===== src/rtl/moldudp64_pkg.sv =====
// Shared types and width defaults for the MoldUDP64 receive path.
// Used by the feed arbiter and the decoder.
package moldudp64_pkg;

    localparam int unsigned MOLD_AXI_DATA_W = 64;
    localparam int unsigned MOLD_AXI_KEEP_W = MOLD_AXI_DATA_W / 8;
    localparam int unsigned MOLD_CNT_W      = 32;

    localparam logic FEED_A = 1'b0;
    localparam logic FEED_B = 1'b1;

    typedef enum logic [1:0] {
        ST_IDLE   = 2'd0,
        ST_LOCK_A = 2'd1,
        ST_LOCK_B = 2'd2
    } arb_state_e;

    // Round-robin helper: the feed that gets priority after `f` completes a packet.
    function automatic logic other_feed(input logic f);
        return ~f;
    endfunction

endpackage


===== src/rtl/moldudp64_feed_arb_if.sv =====
// AXI-stream bundle for one UDP/MoldUDP64 feed or the merged decoder port.
interface moldudp64_feed_arb_if
    import moldudp64_pkg::*;
#(
    parameter int unsigned DATA_W = MOLD_AXI_DATA_W,
    parameter int unsigned KEEP_W = DATA_W / 8
);
    logic              tvalid;
    logic              tready;
    logic [KEEP_W-1:0] tkeep;
    logic [DATA_W-1:0] tdata;
    logic              tlast;
    logic              tuser;

    modport master (
        output tvalid, tkeep, tdata, tlast, tuser,
        input  tready
    );

    modport slave (
        input  tvalid, tkeep, tdata, tlast, tuser,
        output tready
    );
endinterface


===== src/rtl/moldudp64_feed_arb_axis_pipe_reg.sv =====
// One-stage registered AXI-stream slice; payload is an opaque W-bit vector.
// Ingress ready is combinational: free slot or draining this cycle.
module axis_pipe_reg #(
    parameter int unsigned W = 8
) (
    input  logic         clk,
    input  logic         reset,
    input  logic         i_valid,
    input  logic [W-1:0] i_data,
    output logic         o_ready_c,
    output logic         o_valid,
    output logic [W-1:0] o_data,
    input  logic         i_ready
);

    logic         r_valid;
    logic [W-1:0] r_data;

    assign o_ready_c = !r_valid || i_ready;

    always_ff @(posedge clk) begin
        if (reset) begin
            r_valid <= 1'b0;
            r_data  <= '0;
        end else if (i_valid && o_ready_c) begin
            r_valid <= 1'b1;
            r_data  <= i_data;
        end else if (i_ready) begin
            r_valid <= 1'b0;
        end
    end

    assign o_valid = r_valid;
    assign o_data  = r_data;

endmodule


===== src/rtl/moldudp64_feed_arb.sv =====
// Packet-level round-robin merge of redundant A/B MoldUDP64 feeds into one
// decoder port, with per-feed enables and forwarded-packet counters.
module moldudp64_feed_arb
    import moldudp64_pkg::*;
#(
    parameter int unsigned AXI_DATA_W = MOLD_AXI_DATA_W,
    parameter int unsigned AXI_KEEP_W = AXI_DATA_W / 8,
    parameter int unsigned CNT_W      = MOLD_CNT_W
) (
    input  logic                 clk,
    input  logic                 reset,
    input  logic [1:0]           feed_en_i,
    moldudp64_feed_arb_if.slave  udp_a_axis,
    moldudp64_feed_arb_if.slave  udp_b_axis,
    moldudp64_feed_arb_if.master mold_axis,
    output logic                 mold_axis_src_o,
    output logic [CNT_W-1:0]     pkt_cnt_a_o,
    output logic [CNT_W-1:0]     pkt_cnt_b_o
);

    localparam int unsigned OFS_KEEP = AXI_DATA_W;
    localparam int unsigned OFS_LAST = AXI_DATA_W + AXI_KEEP_W;
    localparam int unsigned OFS_USER = OFS_LAST + 1;
    localparam int unsigned OFS_SRC  = OFS_LAST + 2;
    localparam int unsigned PAY_W    = OFS_LAST + 3;

    arb_state_e       r_state;
    arb_state_e       w_state_nxt;
    logic             r_rr;
    logic             w_rr_nxt;
    logic [CNT_W-1:0] r_cnt_a;
    logic [CNT_W-1:0] r_cnt_b;

    logic             w_cand_a;
    logic             w_cand_b;
    logic             w_grant;
    logic             w_sel;
    logic             w_sel_valid;
    logic             w_sel_last;
    logic             w_accept;
    logic             w_done;
    logic             w_pipe_rdy;
    logic             w_ingress_rdy;
    logic [PAY_W-1:0] w_pay_in;
    logic [PAY_W-1:0] w_pay_out;

    // Enables only matter when choosing a new packet; a locked packet always finishes.
    assign w_cand_a      = udp_a_axis.tvalid && feed_en_i[0];
    assign w_cand_b      = udp_b_axis.tvalid && feed_en_i[1];
    assign w_ingress_rdy = w_pipe_rdy && !reset;

    always_ff @(posedge clk) begin
        if (reset) begin
            r_state <= ST_IDLE;
            r_rr    <= FEED_A;
        end else begin
            r_state <= w_state_nxt;
            r_rr    <= w_rr_nxt;
        end
    end

    always_comb begin
        w_state_nxt = r_state;
        w_rr_nxt    = r_rr;
        w_grant     = 1'b0;
        w_sel       = r_rr;
        w_sel_valid = 1'b0;
        w_sel_last  = 1'b0;
        w_accept    = 1'b0;
        w_done      = 1'b0;

        unique case (r_state)
            ST_IDLE: begin
                if (w_cand_a && w_cand_b) begin
                    w_grant = 1'b1;
                    w_sel   = r_rr;
                end else if (w_cand_a) begin
                    w_grant = 1'b1;
                    w_sel   = FEED_A;
                end else if (w_cand_b) begin
                    w_grant = 1'b1;
                    w_sel   = FEED_B;
                end
            end
            ST_LOCK_A: begin
                w_grant = 1'b1;
                w_sel   = FEED_A;
            end
            ST_LOCK_B: begin
                w_grant = 1'b1;
                w_sel   = FEED_B;
            end
            default: w_state_nxt = ST_IDLE;
        endcase

        w_sel_valid = (w_sel == FEED_B) ? udp_b_axis.tvalid : udp_a_axis.tvalid;
        w_sel_last  = (w_sel == FEED_B) ? udp_b_axis.tlast  : udp_a_axis.tlast;
        w_accept    = w_grant && w_ingress_rdy && w_sel_valid;

        // A single-beat packet completes straight from IDLE without locking.
        if (w_accept) begin
            if (w_sel_last) begin
                w_state_nxt = ST_IDLE;
                w_rr_nxt    = other_feed(w_sel);
                w_done      = 1'b1;
            end else begin
                w_state_nxt = (w_sel == FEED_B) ? ST_LOCK_B : ST_LOCK_A;
            end
        end
    end

    assign udp_a_axis.tready = w_grant && (w_sel == FEED_A) && w_ingress_rdy;
    assign udp_b_axis.tready = w_grant && (w_sel == FEED_B) && w_ingress_rdy;

    assign w_pay_in = (w_sel == FEED_B)
        ? {w_sel, udp_b_axis.tuser, udp_b_axis.tlast, udp_b_axis.tkeep, udp_b_axis.tdata}
        : {w_sel, udp_a_axis.tuser, udp_a_axis.tlast, udp_a_axis.tkeep, udp_a_axis.tdata};

    axis_pipe_reg #(
        .W (PAY_W)
    ) u_out_stage (
        .clk       (clk),
        .reset     (reset),
        .i_valid   (w_accept),
        .i_data    (w_pay_in),
        .o_ready_c (w_pipe_rdy),
        .o_valid   (mold_axis.tvalid),
        .o_data    (w_pay_out),
        .i_ready   (mold_axis.tready)
    );

    assign mold_axis.tdata = w_pay_out[AXI_DATA_W-1:0];
    assign mold_axis.tkeep = w_pay_out[OFS_KEEP +: AXI_KEEP_W];
    assign mold_axis.tlast = w_pay_out[OFS_LAST];
    assign mold_axis.tuser = w_pay_out[OFS_USER];
    assign mold_axis_src_o = w_pay_out[OFS_SRC];

    // Counters bump on the tlast handshake so they show up with the output tlast beat.
    always_ff @(posedge clk) begin
        if (reset) begin
            r_cnt_a <= '0;
            r_cnt_b <= '0;
        end else if (w_done) begin
            if (w_sel == FEED_B) begin
                r_cnt_b <= r_cnt_b + CNT_W'(1);
            end else begin
                r_cnt_a <= r_cnt_a + CNT_W'(1);
            end
        end
    end

    assign pkt_cnt_a_o = r_cnt_a;
    assign pkt_cnt_b_o = r_cnt_b;

endmodule


===== src/flat_wrapper.sv =====
// flat-port wrapper written by rule: the top's interface ports become plain ports
module moldudp64_feed_arb_flat import moldudp64_pkg::*;
#(
    parameter int unsigned AXI_DATA_W = MOLD_AXI_DATA_W,
    parameter int unsigned AXI_KEEP_W = AXI_DATA_W / 8,
    parameter int unsigned CNT_W      = MOLD_CNT_W
)
  (clk, reset, feed_en_i, mold_axis_src_o, pkt_cnt_a_o, pkt_cnt_b_o, udp_a_axis_tvalid, udp_a_axis_tkeep, udp_a_axis_tdata, udp_a_axis_tlast, udp_a_axis_tuser, udp_a_axis_tready, udp_b_axis_tvalid, udp_b_axis_tkeep, udp_b_axis_tdata, udp_b_axis_tlast, udp_b_axis_tuser, udp_b_axis_tready, mold_axis_tvalid, mold_axis_tkeep, mold_axis_tdata, mold_axis_tlast, mold_axis_tuser, mold_axis_tready);
  moldudp64_feed_arb_if #(.DATA_W((64)), .KEEP_W((8))) udp_a_axis_i ();
  moldudp64_feed_arb_if #(.DATA_W((64)), .KEEP_W((8))) udp_b_axis_i ();
  moldudp64_feed_arb_if #(.DATA_W((64)), .KEEP_W((8))) mold_axis_i ();
  input  logic clk;
  input  logic reset;
  input  logic [1:0] feed_en_i;
  output logic mold_axis_src_o;
  output logic [CNT_W-1:0] pkt_cnt_a_o;
  output logic [CNT_W-1:0] pkt_cnt_b_o;
  input wire logic [$bits(udp_a_axis_i.tvalid)-1:0] udp_a_axis_tvalid;
  input wire logic [$bits(udp_a_axis_i.tkeep)-1:0] udp_a_axis_tkeep;
  input wire logic [$bits(udp_a_axis_i.tdata)-1:0] udp_a_axis_tdata;
  input wire logic [$bits(udp_a_axis_i.tlast)-1:0] udp_a_axis_tlast;
  input wire logic [$bits(udp_a_axis_i.tuser)-1:0] udp_a_axis_tuser;
  output wire logic [$bits(udp_a_axis_i.tready)-1:0] udp_a_axis_tready;
  input wire logic [$bits(udp_b_axis_i.tvalid)-1:0] udp_b_axis_tvalid;
  input wire logic [$bits(udp_b_axis_i.tkeep)-1:0] udp_b_axis_tkeep;
  input wire logic [$bits(udp_b_axis_i.tdata)-1:0] udp_b_axis_tdata;
  input wire logic [$bits(udp_b_axis_i.tlast)-1:0] udp_b_axis_tlast;
  input wire logic [$bits(udp_b_axis_i.tuser)-1:0] udp_b_axis_tuser;
  output wire logic [$bits(udp_b_axis_i.tready)-1:0] udp_b_axis_tready;
  output wire logic [$bits(mold_axis_i.tvalid)-1:0] mold_axis_tvalid;
  output wire logic [$bits(mold_axis_i.tkeep)-1:0] mold_axis_tkeep;
  output wire logic [$bits(mold_axis_i.tdata)-1:0] mold_axis_tdata;
  output wire logic [$bits(mold_axis_i.tlast)-1:0] mold_axis_tlast;
  output wire logic [$bits(mold_axis_i.tuser)-1:0] mold_axis_tuser;
  input wire logic [$bits(mold_axis_i.tready)-1:0] mold_axis_tready;
  assign udp_a_axis_i.tvalid = udp_a_axis_tvalid;
  assign udp_a_axis_i.tkeep = udp_a_axis_tkeep;
  assign udp_a_axis_i.tdata = udp_a_axis_tdata;
  assign udp_a_axis_i.tlast = udp_a_axis_tlast;
  assign udp_a_axis_i.tuser = udp_a_axis_tuser;
  assign udp_a_axis_tready = udp_a_axis_i.tready;
  assign udp_b_axis_i.tvalid = udp_b_axis_tvalid;
  assign udp_b_axis_i.tkeep = udp_b_axis_tkeep;
  assign udp_b_axis_i.tdata = udp_b_axis_tdata;
  assign udp_b_axis_i.tlast = udp_b_axis_tlast;
  assign udp_b_axis_i.tuser = udp_b_axis_tuser;
  assign udp_b_axis_tready = udp_b_axis_i.tready;
  assign mold_axis_tvalid = mold_axis_i.tvalid;
  assign mold_axis_tkeep = mold_axis_i.tkeep;
  assign mold_axis_tdata = mold_axis_i.tdata;
  assign mold_axis_tlast = mold_axis_i.tlast;
  assign mold_axis_tuser = mold_axis_i.tuser;
  assign mold_axis_i.tready = mold_axis_tready;
  moldudp64_feed_arb #(.AXI_DATA_W(AXI_DATA_W), .AXI_KEEP_W(AXI_KEEP_W), .CNT_W(CNT_W)) u_core (.clk(clk), .reset(reset), .feed_en_i(feed_en_i), .udp_a_axis(udp_a_axis_i), .udp_b_axis(udp_b_axis_i), .mold_axis(mold_axis_i), .mold_axis_src_o(mold_axis_src_o), .pkt_cnt_a_o(pkt_cnt_a_o), .pkt_cnt_b_o(pkt_cnt_b_o));
endmodule

===== config.mk =====
export PLATFORM = sky130hd
export DESIGN_NAME = moldudp64_feed_arb_flat
export DESIGN_NICKNAME = d
export VERILOG_FILES = /design/src/rtl/moldudp64_pkg.sv /design/src/rtl/moldudp64_feed_arb_if.sv /design/src/rtl/moldudp64_feed_arb_axis_pipe_reg.sv /design/src/rtl/moldudp64_feed_arb.sv /design/src/flat_wrapper.sv
export SDC_FILE = /design/constraint.sdc
export NUM_CORES = 1
export LEC_CHECK = 0
export CAP_MARGIN = 0
export CORE_ASPECT_RATIO = 0.5
export CORE_UTILIZATION = 40
export CTS_CLUSTER_SIZE = 40
export DETAILED_ROUTE_END_ITERATION = 10
export PLACE_DENSITY_LB_ADDON = 0.2
export SYNTH_ARGS = -nofsm -noshare
export SYNTH_HDL_FRONTEND = slang
export SYNTH_HIERARCHICAL = 1
export SYNTH_SLANG_ARGS = --single-unit

===== constraint.sdc =====
create_clock -name clk -period 4.7 [get_ports clk]
set_input_delay 1.175 -clock clk [delete_from_list [all_inputs] [get_ports clk]]
set_output_delay 1.175 -clock clk [all_outputs]
set_load 0.02 [all_outputs]

==> results of run 1 <==
-- critical path, stage by stage --
cell,delay [ns]
clkdlybuf4s50_1,0.46
nand2b_4,0.13
or3b_1,0.36
or3_1,0.38
buf_4,0.15
nor2_1,0.14
clkdlybuf4s50_1,0.63
-- layout make-up --
type                            instances  area, um2
Sequential cell                       143       2860
Multi-Input combinational cell        781       4410
Inverter                               14       52.6
Clock inverter                         13        123
Clock buffer                           19        433
Tap cell                              259        324
Timing Repair Buffer                  318       3170
Fill cell                            1695       7240
-- worst paths after layout --
kind	slack, ns	endpoint
worst min-delay path	0.49	u_core/pkt_cnt_a_o[31]
worst max register to register	1.54	u_core/pkt_cnt_a_o[29]
worst max-delay path	0.11	udp_b_axis_tready
worst min register to register	0.49	u_core/pkt_cnt_a_o[31]
-- metal layers --
metal | track usage [%] | wire [um] | up-vias
li1 | - | - | 4126
met1 | 29.0 | 10400 | 3890
met2 | 40.3 | 11600 | 206
met3 | 7.19 | 1400 | 26
met4 | 5.72 | 278 | 0
met5 | 0 | 0 | -
-- sequential cells by signal, summed over array words and instances (netlist names) --
| name | count |
|---|---|
| u_core/pkt_cnt_b_o | 32 |
| u_core/r_state | 2 |
| u_core/pkt_cnt_a_o | 32 |
| u_core/r_rr | 1 |
| u_core/u_out_stage/o_valid | 1 |
| u_core/u_out_stage/o_data | 75 |
-- Yosys cell counts (6+ instances only) --
library cell / instances / share of area (%)
a21oi_1: 134 / 8.7
or4_1: 28 / 2.7
nor3_1: 7 / 0.46
nand2_1: 253 / 12
nor2_1: 25 / 1.2
buf_2: 27 / 1.8
dfxtp_1: 143 / 37
nor4_1: 6 / 0.49
a21bo_2: 72 / 9.4
nand4_1: 16 / 1.3
or3_1: 27 / 2.2
inv_1: 14 / 0.68
o21ai_0: 24 / 1.6
clkbuf_1: 46 / 2.2
o31ai_1: 29 / 2.8
nand3_1: 101 / 6.6
-- power by group through the flow --
stage | clock network [W] | registers, W | logic [W]
finish | 0.00130 | 0.00126 | 0.000546
global route | 0.00138 | 0.00126 | 0.000595
CTS | 0.00132 | 0.00126 | 0.000549
detailed placement | 0 | 0.00129 | 0.000546
global placement | 0 | 0.00129 | 0.000542
floorplan | 0 | 0.00132 | 0.000245
-- metrics by stage --
step,setup slack [ns],hold WS (ns)
6_report,0.108,0.486
5_1_grt,0.0486,0.506
4_1_cts,0.0352,0.486
3_5_place_dp,0.0586,0.479
3_3_place_gp,0.0150,0.465
2_1_floorplan,0.270,0.475
-- logic make-up after synthesis --
kind of cell | count (synthesis) | share of synthesized area (%)
AOI/OAI and AO/OA | 280 | 25.2
xor gates and xnor gates | 8 | 0.913
adders and majority gates | 5 | 0.815
buffers and inverters | 94 | 5.52
DFF | 143 | 37.3
muxes | 2 | 0.424
and+or+nand+nor | 486 | 29.8
-- repair_timing --
item                       CTS  global route
setup endpoints to repair    0             1
gates resized for setup      0             1
hold endpoints to repair     0             0
==> flow_summary.yaml, run 1 <==
floorplanning:
  rows: 35
  die_w_um: 198
  start_util_pct: 41.3
  dieArea_mm2: 0.0198
  die_h_um: 100
  core_mm2: 0.0186
  io_pins: 297
min_path:
  min_from: "u_core/pkt_cnt_a_o[31]"
  hp-class: "reg -> reg"
  hold_depth: 2
synthesis:
  synthesis.nets: 1178
  netlist_instances: 1018
  ys_ff_latch: 143
  synth_area_mm2: 0.00768
  yosysSeqAreaShare_pct: 37.3
  yosys_most_used_dff: "dfxtp_1"
  synth.distinct_cells: 51
  ys_warn_count: 6
  synth_edf_count: 0
  synth_area_per_cell_um2: 7.54
  synthArstFlopShare_pct: 0
global_route:
  grt_start_max_net_pins: 94
  grt_first_pass_wirelength_um: 37400
  antenna_found_initial: 0
  grt.overflow.total: 0
  first_global_vias: 7594
  grt_use_total_pct: 23.5
critical_path:
  start_kind: "input pin"
  cp_max_fo: 2
  path_class: "in -> out"
  startpoint: "mold_axis_tready"
  crit_arrival_ns: 3.42
  reg2regPathDepth: 6
  cp.required_ns: 3.52
  end_kind: "output port"
  worstReg2RegStart: "u_core/r_state[1]"
finish:
  final_area_mm2: 0.0114
  drive_gt1_share_pct: 10.6
  layout_commonest_cell: "clkdlybuf4s50_1"
  stdcell_count: 1547
  most-common-layout-cells: "clkdlybuf4s50_1, nand2_1, dfxtp_1"
  fin_nets: 1435
  final_util_pct: 61.1
  antenna_cells: 0
  area_growth_pct: 48.1
power:
  pwr-share-seq_pct: 40.6
  clockPowerShare_pct: 41.8
  p_per_area_mw_per_mm2: 273
  switching_share_pct: 26.3
  p_leak_nw: 4.14
  p_comb_share_pct: 17.6
  total_power_w: 0.00311
  switchingPower_w: 0.000815
  irDropWorstVdd_mv: 0.218
  p_int_w: 0.00229
routing:
  num_vias: 8248
  drt_iter0_drc: 342
  wire_per_inst_um: 15.3
  vias_per_cell: 5.33
  route.detailed.drc: 0
  routed_wl_um: 23700
  first_pass_iters: 4
  antenna_left: 0
sta:
  setup_viol: 0
  worst_pin_slew_ns: 1.03
  slew_headroom_pct: 31.4
  fmax_mhz: 218
  fin_tns_setup_ns: 0
  final-hold-violation-count: 0
  fin_crit_sh_pct: 97.7
  rsz0062_at_grt: "false"
  slew_violations: 0
  fin_skew_ns: 0.00659
  layout_min_cycle_time_ns: 4.59
placed_design:
  dpl_cell_area_mm2: 0.0108
  hpwlAfterDp_um: 16800
  dpl.cell_count: 1515
  io_buffers: 296
  gp_congestion: 0.830
clock_tree:
  htreeDepth: 4
  clock-sinks: 143
  cts_buffer_depth: 2
  cts_buffers: 17
  clk_pin_slew_ns: 0.06
  post_cts_buffers: 0
  clkLatencyLatePin_ns: 0.42
  cts_hold_buf: 0
  clockRootBuffer: "clkbuf_16"
  cts_tree: "built"
status:
  status: "completed"
run:
  maxCapViolCount: 0
(Power assumes the default switching activity.)
==> run 2: changes to the inputs <==
--- a/config.mk
+++ b/config.mk
@@ -11,6 +11,7 @@
 export CTS_CLUSTER_SIZE = 40
 export DETAILED_ROUTE_END_ITERATION = 10
 export PLACE_DENSITY_LB_ADDON = 0.2
+export SKIP_LAST_GASP = 1
 export SYNTH_ARGS = -nofsm -noshare
 export SYNTH_HDL_FRONTEND = slang
 export SYNTH_HIERARCHICAL = 1
==> results of run 2 <==
Same layout as run 1: the final DEF is identical, and so are final timing and power.
